[config.mk]
export PLATFORM = sky130hd
export DESIGN_NAME = seq_signed_divider
export DESIGN_NICKNAME = d
export VERILOG_FILES = /design/src/rtl/div_pkg.sv /design/src/rtl/div_sign_fix.sv /design/src/rtl/seq_signed_divider.sv
export SDC_FILE = /design/constraint.sdc
export NUM_CORES = 1
export LEC_CHECK = 0
export ABC_AREA = 1
export BUFFER_PORTS_ARGS = -buffer_cell sky130_fd_sc_hd__buf_2
export CAP_MARGIN = 20
export CORE_MARGIN = 5
export CORE_UTILIZATION = 46
export CTS_CLUSTER_SIZE = 10
export DETAILED_ROUTE_END_ITERATION = 16
export GPL_TIMING_DRIVEN = 0
export HOLD_SLACK_MARGIN = 0.03
export SYNTH_ARGS = -nofsm -noshare
export SYNTH_HDL_FRONTEND = slang
export SYNTH_SLANG_ARGS = --single-unit
[constraint.sdc]
create_clock -name clk -period 5.05 [get_ports clk]
set_input_delay 0.2525 -clock clk [delete_from_list [all_inputs] [get_ports clk]]
set_output_delay 0.2525 -clock clk [all_outputs]
set_load 0.01 [all_outputs]
[src/rtl/div_pkg.sv]
// Shared types and helpers for the sequential signed divider.
package div_pkg;

  typedef enum logic [1:0] {
    IDLE = 2'd0,
    CALC = 2'd1,
    FIX  = 2'd2,
    DONE = 2'd3
  } state_t;

  // Sign cases, indexed by {sign of dividend, sign of divisor}
  localparam logic [1:0] SGN_PP = 2'b00;
  localparam logic [1:0] SGN_PN = 2'b01;
  localparam logic [1:0] SGN_NP = 2'b10;
  localparam logic [1:0] SGN_NN = 2'b11;

  // Width of a down-counter that must hold n-1
  function automatic int unsigned cnt_w(input int unsigned n);
    return (n < 2) ? 1 : $clog2(n);
  endfunction

endpackage

[src/rtl/div_sign_fix.sv]
// Euclidean sign correction of the unsigned quotient/remainder pair.
module div_sign_fix
  import div_pkg::*;
#(
  parameter int unsigned DVD_W = 8,
  parameter int unsigned DVS_W = 4
) (
  input  logic [DVD_W-1:0] uq,
  input  logic [DVS_W-1:0] ur,
  input  logic             sgn_dvd,
  input  logic             sgn_dvs,
  input  logic [DVS_W:0]   dvs_abs,
  output logic [DVD_W-1:0] q,
  output logic [DVS_W-1:0] r
);

  logic [DVD_W-1:0] uq_inc;
  logic [DVS_W-1:0] r_wrap;

  assign uq_inc = uq + DVD_W'(1);
  assign r_wrap = DVS_W'(dvs_abs - {1'b0, ur});

  always_comb begin
    q = uq;
    r = ur;
    // A zero divisor keeps the raw restoring result (all-ones quotient)
    if (dvs_abs == '0) begin
      q = uq;
      r = ur;
    end else if (ur == '0) begin
      q = (sgn_dvd ^ sgn_dvs) ? -uq : uq;
      r = '0;
    end else begin
      case ({sgn_dvd, sgn_dvs})
        SGN_PP: begin q = uq;      r = ur;     end
        SGN_PN: begin q = -uq;     r = ur;     end
        SGN_NP: begin q = -uq_inc; r = r_wrap; end
        SGN_NN: begin q = uq_inc;  r = r_wrap; end
        default: ;
      endcase
    end
  end

endmodule

[src/rtl/seq_signed_divider.sv]
// Multi-cycle restoring signed divider with Euclidean results.
// Optional divide-by-zero detection when DIV_ZERO_DET_EN is defined.
module seq_signed_divider
  import div_pkg::*;
#(
  parameter int unsigned DVD_W = 8,
  parameter int unsigned DVS_W = 4
) (
  input  logic             clk,
  input  logic             rst_n,
  input  logic             start,
  input  logic [DVD_W-1:0] dividend,
  input  logic [DVS_W-1:0] divisor,
  output logic             busy,
  output logic             done,
  output logic [DVD_W-1:0] quotient,
  output logic [DVS_W-1:0] remainder
`ifdef DIV_ZERO_DET_EN
  ,
  output logic             div_zero
`endif
);

  localparam int unsigned CNT_W = cnt_w(DVD_W);

  state_t           state;
  logic [CNT_W-1:0] cnt;
  logic             sgn_dvd;
  logic             sgn_dvs;
  logic [DVD_W:0]   dvd_mag;
  logic [DVS_W:0]   dvs_abs;
  logic [DVS_W:0]   part;
  logic [DVD_W-1:0] uq;

  logic [DVD_W:0]   dvd_ext_c;
  logic [DVD_W:0]   dvd_abs_c;
  logic [DVS_W:0]   dvs_ext_c;
  logic [DVS_W:0]   dvs_abs_c;
  logic [DVS_W:0]   part_sh_c;
  logic             ge_c;
  logic [DVS_W-1:0] ur_c;
  logic [DVD_W-1:0] q_c;
  logic [DVS_W-1:0] r_c;

  // Magnitudes are one bit wider so the most negative operand is exact
  assign dvd_ext_c = {dividend[DVD_W-1], dividend};
  assign dvd_abs_c = dividend[DVD_W-1] ? -dvd_ext_c : dvd_ext_c;
  assign dvs_ext_c = {divisor[DVS_W-1], divisor};
  assign dvs_abs_c = divisor[DVS_W-1] ? -dvs_ext_c : dvs_ext_c;

  assign part_sh_c = (DVS_W+1)'({part, dvd_mag[DVD_W-1]});
  assign ge_c      = (part_sh_c >= dvs_abs);
  assign ur_c      = DVS_W'(part);

  div_sign_fix #(
    .DVD_W(DVD_W),
    .DVS_W(DVS_W)
  ) u_fix (
    .uq     (uq),
    .ur     (ur_c),
    .sgn_dvd(sgn_dvd),
    .sgn_dvs(sgn_dvs),
    .dvs_abs(dvs_abs),
    .q      (q_c),
    .r      (r_c)
  );

  always_ff @(posedge clk or negedge rst_n) begin
    if (!rst_n) begin
      state     <= IDLE;
      cnt       <= '0;
      sgn_dvd   <= 1'b0;
      sgn_dvs   <= 1'b0;
      dvd_mag   <= '0;
      dvs_abs   <= '0;
      part      <= '0;
      uq        <= '0;
      busy      <= 1'b0;
      done      <= 1'b0;
      quotient  <= '0;
      remainder <= '0;
`ifdef DIV_ZERO_DET_EN
      div_zero  <= 1'b0;
`endif
    end else begin
      done <= 1'b0;
      case (state)
        IDLE: begin
          if (start) begin
            sgn_dvd <= dividend[DVD_W-1];
            sgn_dvs <= divisor[DVS_W-1];
            dvd_mag <= dvd_abs_c;
            dvs_abs <= dvs_abs_c;
            part    <= '0;
            uq      <= '0;
            cnt     <= CNT_W'(DVD_W - 1);
`ifdef DIV_ZERO_DET_EN
            if (divisor == '0) begin
              state     <= DONE;
              done      <= 1'b1;
              quotient  <= '0;
              remainder <= '0;
              div_zero  <= 1'b1;
            end else begin
              state <= CALC;
              busy  <= 1'b1;
            end
`else
            state <= CALC;
            busy  <= 1'b1;
`endif
          end
        end
        CALC: begin
          // One restoring step: shift in next dividend bit, subtract if it fits
          part    <= ge_c ? (part_sh_c - dvs_abs) : part_sh_c;
          uq      <= {uq[DVD_W-2:0], ge_c};
          dvd_mag <= dvd_mag << 1;
          cnt     <= cnt - CNT_W'(1);
          if (cnt == '0) state <= FIX;
        end
        FIX: begin
          quotient  <= q_c;
          remainder <= r_c;
          done      <= 1'b1;
          busy      <= 1'b0;
`ifdef DIV_ZERO_DET_EN
          div_zero  <= 1'b0;
`endif
          state     <= DONE;
        end
        DONE: begin
          state <= IDLE;
        end
        default: state <= IDLE;
      endcase
    end
  end

endmodule

* Word-level counts from Yosys, hierarchy flattened
Cells that the tools add are included.
** Cells by class
- Add/subtract/negate cells :: 8
- Magnitude comparators :: 1
- Equality and inequality tests :: 8
- Multiplexer cells :: 24
- Bitwise logic cells :: 1
- Reduce and logical (&&, ||, !) cells :: 13
** Operators by type and width (number)
- 2-to-1 mux 8 bit :: 6
- case mux 8 bit (2 select lines) :: 2
- case mux 8 bit (4 select lines) :: 1
- negator 8 bit :: 3
- 2-to-1 mux 4 bit :: 4
- case mux 4 bit (2 select lines) :: 2
- adder 8 x 1 -> 8 bit (second input constant) :: 1
- equality test 2 bit (second input constant) :: 4
- case mux 2 bit (4 select lines) :: 1
- AND reduction 2 bit :: 4
- subtractor 4 bit :: 2
- case mux 3 bit (2 select lines) :: 1
- >= comparator 5 bit :: 1
- logical NOT 5 bit :: 1
- 2-to-1 mux 5 bit :: 1
- negator 5 bit :: 1
- equality test 2 x 1 -> 1 bit (second input constant) :: 2
- logical NOT 2 bit :: 2
- logical NOT 4 bit :: 1
- 2-to-1 mux 2 bit :: 2
- != test 2 bit (second input constant) :: 2
- nonzero test 2 bit :: 2
- OR reduction 2 bit :: 2
- logical NOT 3 bit :: 1
- other kinds (5) :: 6
** Word-level totals
- Bits in registers :: 46
- Bits of input ports :: 15
- Output and inout bits :: 14
- Logic and storage cells :: 67

* Depth between registers and ports, before layout
Gate-level depths: netlist of run 1.
- Depth after elaboration :: 5
- Mapped depth :: 13
- Gate-level depth less buffers :: 13

* Cells and area by module
Synthesis of run 1 repeated with hierarchy kept, for this count alone.
** Unflattened totals
- Cells, all modules :: 495
- Area total of the unflattened synthesis :: 3463.3 um^2
** Modules (own cells, without submodules)
- seq_signed_divider :: times used 1, cells each 283, area an instance 2332.2 um^2, seq. area each 1151.1 um^2
- div_sign_fix :: times used 1, cells each 212, area an instance 1131.1 um^2, seq. area each 0.0 um^2

* Worst setup path before layout of run 1
OpenSTA, ideal clock, no wires.
- Kind :: reg2reg
- Start :: register uq[0]
- End :: register quotient[7]
- Library setup time :: 0.073 ns
- Arrival time :: 1.674 ns
- Data required time :: 4.977 ns
- Slack :: 3.303 ns
- Stages on the path, launching flop included :: 14
- Path buffers :: 0
- Period minus slack after synthesis :: 1.747 ns
- Path through :: dfrtp_1 -> inv_1 -> ha_1 -> inv_1 -> nand2_1 -> nor2_2 -> nand2_1 -> nor2_1 -> nand3_1 -> nand2_1 -> nand3_1 -> nand2_1 -> nand2_1 -> a21oi_2
** On the way
- Longest elaborated chain between the ends :: 5
- Elaborated cells between the ends (all ways) :: 7
- Those cells by class :: add/sub (3); mux (4)
** RTL lines
- from (decl) :: RTL line seq_signed_divider.sv:33 : logic [DVD_W-1:0] uq;
- from (signal assigned) :: RTL line seq_signed_divider.sv:117 : uq <= {uq[DVD_W-2:0], ge_c};
- adder 8 x 1 -> 8 bit :: RTL line div_sign_fix.sv:20 : assign uq_inc = uq + DVD_W'(1);
- negator 8 bit :: RTL line div_sign_fix.sv:37 : SGN_NP: begin q = -uq_inc; r = r_wrap; end
- case mux 8 bit (4 select lines) :: RTL line div_sign_fix.sv:34 : case ({sgn_dvd, sgn_dvs})
- 2-to-1 mux 8 bit * :: RTL line div_sign_fix.sv:30 : end else if (ur == '0) begin
- 2-to-1 mux 8 bit * :: RTL line div_sign_fix.sv:27 : if (dvs_abs == '0) begin
- to (signal assigned) :: RTL line seq_signed_divider.sv:123 : quotient <= q_c;
- to (decl) :: RTL line seq_signed_divider.sv:16 : output logic [DVD_W-1:0] quotient,
Mark *: on every way between the ends. The rest lies on a longest branch, timed or not.
A chain may end at the register's enable or synchronous reset.

* Final worst setup path of run 1
Same ends and word-level chain as after synthesis.

==> metrics.md, run 1 <==
| Metric | Value |
|---|---|
| Worst hold stages | `2` |
| Yosys cell types | `41` |
| Rows | `30` |
| Slew margin rel. | `56.5%` |
| NumNets Final | `513` |
| Max Fclk | `466 MHz` |
| Clk sinks | `46` |
| Die area | `0.00884 mm2` |
| Vias in the first global route | `2983` |
| Mapped Area | `0.00325 mm2` |
| I/O pin total | `29` |
| First-pass GRT wire length | `14100 um` |
| Iter 0 DRT Violations | `124` |
| Run status | `finished, final reports clean` |
| Ys async rst share | `100%` |
| Syn Nets | `476` |
| Req. time, crit path | `5280 ps` |
| Top FF cell, synth | `dfrtp_1` |
| CP top delay family | `simple AND/OR/NAND/NOR gates` |
| Post-CTS Hold Buffers | `0` |
| TNS Setup | `0 ps` |
| Crit path DAT | `2370 ps` |
| CP most frequent cell | `nand2_1` |
| Critical Path Start Type | `flop` |
| Non-filler cells in the finished layout | `571` |
| Dpl hpwl | `6260 um` |
| Leak | `1.82 nW` |
| Post-CTS Setup Bufs | `0` |
| Unrepaired setup endpoints after global routing | `false` |
| CP max stage delay | `490 ps` |
| Final Skew | `8.84 ps` |
| Post-synth top cells | `nand2_1, inv_1, dfrtp_1` |
| Post-synth EDFFs | `0` |
| Placed Area | `0.00351 mm2` |
| Max-slew violations | `0` |
| CTS buffer count | `5` |
| Post-synth top area share | `35.5%` |
| Pin count of the biggest net entering global routing | `47` |
| Cells after DPL | `561` |
| Grt total ovfl | `0` |
| Initial antenna violation count | `0` |
| Final setup vio count | `0` |
| Drt first pass iters | `5` |
| Root buffer cell | `clkbuf_8` |
| TritonCTS clock tree | `built` |
| Via density | `5.25` |
| CP max-delay cell | `dfrtp_1` |
| Die Y | `94.0 um` |
| Longest Clk Path Bufs | `2` |
| Gate Count Post-Synth | `437` |
| Die width | `94.0 um` |
| Via count | `2996` |
| Critical path, cell by cell | `inv_1 > ha_1 > inv_1 > nand2_1 > nor2_2 > nand2_1 > nor2_1 > nand3_1 > nand2_1 > nand3_1 > nand2_1 > nand2_1 > a21oi_2` |
| Final core utilization | `53.4%` |
| Cells on worst reg2reg path | `13` |
| Routed len/inst | `14.0 um` |
| Part of the cycle the worst path needs | `42.5%` |
| PwrDens | `689 mW/mm2` |
| Worst-path fanout max | `7` |
| CTS HTree Levels | `2` |
| Final instance area | `0.00365 mm2` |
| Syn-to-layout area delta | `12.3%` |
| Crit Path Class | `reg -> reg` |
| Tot GR Track Use | `19.9%` |
| N_diodes | `0` |
| Ranking of synthesized cells by area | `dfrtp_1, nand2_1, ha_1` |
| Core footprint | `0.00683 mm2` |
| Worst skew pair latency | `290 ps` |
| Max IR drop VDD | `0.223 mV` |
| Residual DRC | `0` |
| Register area share after synthesis | `35.5%` |
| Worst-path clk slew | `90 ps` |
| Worst Tran Pin Value | `649 ps` |
| Synth area leader | `dfrtp_1` |
| Most common cell in the netlist | `nand2_1` |
| Min Clock Period, post-route | `2140 ps` |
| FF+latch count, synth | `46` |
| GP Congestion | `0.887` |
| Initial core utilization | `47.5%` |
| Layout cells sized above 1 | `11.4%` |
| Yosys warns | `0` |
| CP endpoint kind | `flop` |
| Port Buffers | `28` |
| WP depth | `13` |
| Hold Path Class | `in -> reg` |
| Final hold vios | `0` |
| Post-route ant nets | `0` |
| Max Cap Violations | `0` |
| Post-CTS resize count | `0` |
| Syn avg cell area | `7.43 um2` |
| WP buf/inv | `2` |
| Detailed Route WL | `7970 um` |
[per-stage QoR]
step                power, mW  hold slack [ps]  worst slack, ps
global route             2.82              146             2640
global placement         2.23              455             2990
floorplan                1.83            -43.1             3300
CTS                      2.53              134             2930
finish                   2.51              143             2910
detailed placement       2.25              463             2960
[path summary, 6_finish.rpt]
| check | startpoint | endpoint | slack, ps |
|---|---|---|---|
| min in group asynchronous | rst_n | dvs_abs[1]$_DFFE_PN0P_ | 310 |
| worst min register to register | cnt[0]$_DFFE_PN0P_ | cnt[0]$_DFFE_PN0P_ | 470 |
| max in group asynchronous | rst_n | uq[1]$_DFFE_PN0P_ | 4280 |
| worst max register to register | uq[0]$_DFFE_PN0P_ | quotient[7]$_DFFE_PN0P_ | 2910 |
| worst min-delay path | divisor[1] | dvs_abs[3]$_DFFE_PN0P_ | 140 |
| worst max-delay path | uq[0]$_DFFE_PN0P_ | quotient[7]$_DFFE_PN0P_ | 2910 |
[final cells by class]
| class | count | area (um2) |
|---|---|---|
| multi-input cells | 317 | 1800 |
| plain buffers | 11 | 55.1 |
| clock inverters | 3 | 40.0 |
| inverters | 63 | 236 |
| well taps | 96 | 120 |
| repair buffers | 30 | 170 |
| clock buffers | 5 | 68.8 |
| fillers | 689 | 3190 |
| flip-flops and latches | 46 | 1150 |
[where the power goes]
part	switching (mW)	leakage (nW)	internal, mW
Combinational	1.01	1.19	0.573
Clock	0.125	0.0579	0.146
Sequential	0.126	0.572	0.532
[worst reg2reg max path, delay by kind of cell, from the launching register on]
family | cells | cell delay (ps)
AND/OR/NAND/NOR | 9 | 820
flip-flops | 1 | 490
adder cells (fa/ha/maj) | 1 | 380
buffers and inverters | 2 | 280
AO/OA/AOI/OAI | 1 | 110
[kinds of logic after synthesis]
group | count (synthesis) | synth area share [%]
adder cells (fa/ha/maj) | 24 | 9.71
buffers and inverters | 74 | 8.98
flip-flops | 46 | 35.5
AO/OA/AOI/OAI | 97 | 17.6
AND/OR/NAND/NOR | 183 | 24.5
XOR/XNOR | 13 | 3.74
[layer usage]
layer	track usage [%]	vias up	share of wire, %
li1	-	1539	-
met1	25.5	1386	45
met3	2.72	10	3.4
met2	34.4	61	50
met4	6.38	0	1.6
met5	0	-	0
[flip-flops by register name, indices dropped and copies added (netlist names)]
name       cells
dvd_mag        8
quotient       8
uq             8
dvs_abs        5
part           4
remainder      4
cnt            3
state          2
busy           1
done           1
sgn_dvd        1
sgn_dvs        1
[cells in the final DEF (no fill, tap or decap), drive strengths merged, types with 2 or more instances in the layout]
| master | Yosys | layout |
|---|---|---|
| xnor2 | 3 | 3 |
| nor3 | 9 | 9 |
| clkbuf | 7 | 12 |
| buf | 4 | 33 |
| fa | 2 | 2 |
| o41ai | 2 | 2 |
| nand2 | 91 | 91 |
| dfrtp | 46 | 46 |
| o22ai | 10 | 10 |
| clkinv | 0 | 2 |
| a21o | 2 | 2 |
| a22oi | 5 | 5 |
| o31ai | 2 | 2 |
| o21ai | 36 | 36 |
| o211ai | 4 | 4 |
| or2 | 2 | 2 |
| o221ai | 2 | 2 |
| nand4 | 12 | 12 |
| ha | 22 | 22 |
| inv | 63 | 63 |
| xor2 | 10 | 10 |
| nor2 | 41 | 41 |
| a31oi | 2 | 2 |
| nand3 | 24 | 24 |
| a21oi | 29 | 29 |
| nand3b | 2 | 2 |
No activity file was read; power rests on OpenSTA's default activity.
==> run 2, diff against run 1 <==
--- a/config.mk
+++ b/config.mk
@@ -14,6 +14,7 @@
 export DETAILED_ROUTE_END_ITERATION = 16
 export GPL_TIMING_DRIVEN = 0
 export HOLD_SLACK_MARGIN = 0.03
+export PLACE_DENSITY = 0.67
 export SYNTH_ARGS = -nofsm -noshare
 export SYNTH_HDL_FRONTEND = slang
 export SYNTH_SLANG_ARGS = --single-unit
==> constraint.sdc (replaced) <==
create_clock -name clk -period 1.8 [get_ports clk]
set_input_delay 0.09 -clock clk [delete_from_list [all_inputs] [get_ports clk]]
set_output_delay 0.09 -clock clk [all_outputs]
set_load 0.01 [all_outputs]
==> metrics.md, run 2 (synthesis results as in run 1) <==
| Metric | Value |
|---|---|
| I/O pin total | `29` |
| Root buffer cell | `clkbuf_8` |
| Layout cells sized above 1 | `27.4%` |
| Final setup vio count | `1` |
| Top flop regs | `dvd_mag x8, quotient x8, uq x8` |
| Longest Clk Path Bufs | `2` |
| Failing checks | `setup timing` |
| Filler Cells Inserted | `624` |
| CTS HTree Levels | `2` |
| Final hold vios | `0` |
| Cells on worst reg2reg path | `13` |
| GR Util met1 | `25.7%` |
| Clk sinks | `46` |
| Most common cell after layout, fill and taps aside | `nand2_1` |
| Residual DRC | `0` |
| Die Y | `94.0 um` |
| Max IR drop VDD | `0.952 mV` |
| Port Buffers | `28` |
| Run status | `complete, but fails checks` |
| Part of the cycle the worst path needs | `100%` |
| N_diodes | `0` |
| Unrepaired setup endpoints after global routing | `true` |
| Max Fclk | `554 MHz` |
| Non-filler cells in the finished layout | `600` |
| Worst-path fanout max | `5` |
| Reg2reg setup slack | `-4 ps` |
| Max-slew violations | `0` |
| Worst Tran Pin Value | `467 ps` |
| TritonCTS clock tree | `built` |
| Pin count of the biggest net entering global routing | `47` |
| Crit path launch | `uq[1]$_DFFE_PN0P_` |
| Grt total ovfl | `0` |
| PwrDens | `2010 mW/mm2` |
| CTS buffer count | `5` |
| Reg power frac | `22.7%` |
| CP max stage delay | `490 ps` |
| CP endpoint kind | `flop` |
| Crit Path Class | `reg -> reg` |
| Worst skew pair latency | `300 ps` |
| Syn-to-layout area delta | `28.2%` |
| Tot GR Track Use | `20.2%` |
| Worst r2r src | `uq[1]$_DFFE_PN0P_` |
| Vias in the first global route | `3096` |
| R2R Path End | `quotient[7]$_DFFE_PN0P_` |
| Pint | `4.21 mW` |
| Switching Share | `49.8%` |
| Drt first pass iters | `5` |
| Max Cap Violations | `0` |
| Iter 0 DRT Violations | `154` |
| Final Skew | `9.14 ps` |
| Req. time, crit path | `2040 ps` |
| Post-route ant nets | `0` |
| Dpl hpwl | `6310 um` |
| First-pass GRT wire length | `14300 um` |
| Rows | `30` |
| Sw power | `4.17 mW` |
| Cells after DPL | `561` |
| Via count | `3269` |
| Initial core utilization | `47.5%` |
| Crit path DAT | `2050 ps` |
| Slew margin rel. | `68.9%` |
| Critical Path Start Type | `flop` |
| Met2 Use GR | `34.9%` |
| Worst hold slack | `68.6 ps` |
| Crit path to | `quotient[7]$_DFFE_PN0P_` |
| Die area | `0.00884 mm2` |
| CP most frequent cell | `nand2_1` |
| Leak | `1.98 nW` |
| Grt peak-use layer | `met2` |
| Worst-path clk slew | `100 ps` |
| NumNets Final | `542` |
| Min Clock Period, post-route | `1800 ps` |
| Die width | `94.0 um` |
| Clock share of power | `7.9%` |
| Detailed Route WL | `8870 um` |
| Initial antenna violation count | `0` |
| Gate power share | `69.4%` |
| Sequential cell area | `0.00116 mm2` |
| Multi-input combinational cell area | `0.00206 mm2` |
| CP max-delay cell | `dfrtp_2` |
| Highest-count cells in the layout ignoring fill and taps | `nand2_1, inv_1, dfrtp_1` |
| Hold Path Class | `in -> reg` |
| Final setup margin | `-4.16 ps` |
| GP Congestion | `0.914` |
| Met3 Track Usage GR | `2.80%` |
| Routed len/inst | `14.8 um` |
| Core footprint | `0.00683 mm2` |
| Critical path, cell by cell | `inv_4 > ha_4 > inv_2 > nand2_4 > nor2_4 > nand2_2 > nor2_2 > nand3_1 > nand2_1 > nand3_1 > nand2_1 > nand2_1 > a21oi_2` |
| Via density | `5.45` |
-- run 2: changes by cell type in the layout (fill, tap and decap cells not counted), sizes merged --
cell	delta
inv	-2
clkinvlp	+2
clkbuf	-3
bufinv	-1
clkinv	+1
dlygate4sd3	+3
buf	+29
-- run 2: through the flow --
step	setup WS (ps)	cell area [um2]	total power, mW	TNS, ps	utilization (%)
floorplan	53.0	3250	5.15	0	-
global placement	-236	3510	6.24	-5090	51.3
detailed placement	-272	3510	6.34	-5580	51.3
CTS	-12.9	3790	7.34	-12.9	55.4
global route	-104	4160	9.16	-544	60.9
finish	-4.16	4160	8.38	-4.16	60.9
-- run 2: worst max-delay path: cells and delay by family, from the launching register on --
kind                     cells  cell delay (ps)
adder cells (fa/ha/maj)      1              210
buffers and inverters        2              170
AND/OR/NAND/NOR              9              750
flip-flops                   1              490
AO/OA/AOI/OAI                1              120
-- run 2: how the worst min path moves through the flow --
stage / startpoint / end / slack, ps / cells after the start
after detailed placement: divisor[0] / dvs_abs[3]$_DFFE_PN0P_ / 310 / 2
final: dividend[0] / dvd_mag[0]$_DFFE_PN0P_ / 70 / 3
after floorplan: rst_n / busy$_DFFE_PN0P_ / -210 / 0
after global placement: divisor[0] / dvs_abs[3]$_DFFE_PN0P_ / 300 / 2
after CTS: dividend[0] / dvd_mag[0]$_DFFE_PN0P_ / 70 / 3
after global routing: dividend[0] / dvd_mag[0]$_DFFE_PN0P_ / 80 / 3
-- run 2: area by class of cell --
cell class	instances	share of cell area [%]
Buffer	9	1.38
Clock buffer	5	1.65
Clock inverter	3	0.511
Inverter	63	6.01
Multi-Input combinational cell	317	49.4
Sequential cell	46	27.8
Tap cell	96	2.89
Timing Repair Buffer	61	10.3
-- run 2: timing repair --
action	in CTS	in global routing
endpoints found under the hold margin	47	0
gates resized for setup	20	70
setup endpoints to repair	34	34
hold buffers	4	0
buffers inserted	12	16
cloned	0	0
pin swaps	5	26
-- run 2: layer usage --
layer  wire length, um  part of all wire [%]
met5                 0                     0
met4               139                   1.6
met3               398                   4.5
met2              4530                    51
met1              3800                    43
-- run 2: power groups by stage --
stage | Clock [mW] | Sequential [mW] | Combinational (mW)
final | 0.663 | 1.90 | 5.81
after global routing | 0.718 | 1.95 | 6.48
after CTS | 0.670 | 1.84 | 4.83
after detailed placement | 0 | 1.88 | 4.46
after global placement | 0 | 1.87 | 4.37
after floorplan | 0 | 1.85 | 3.30
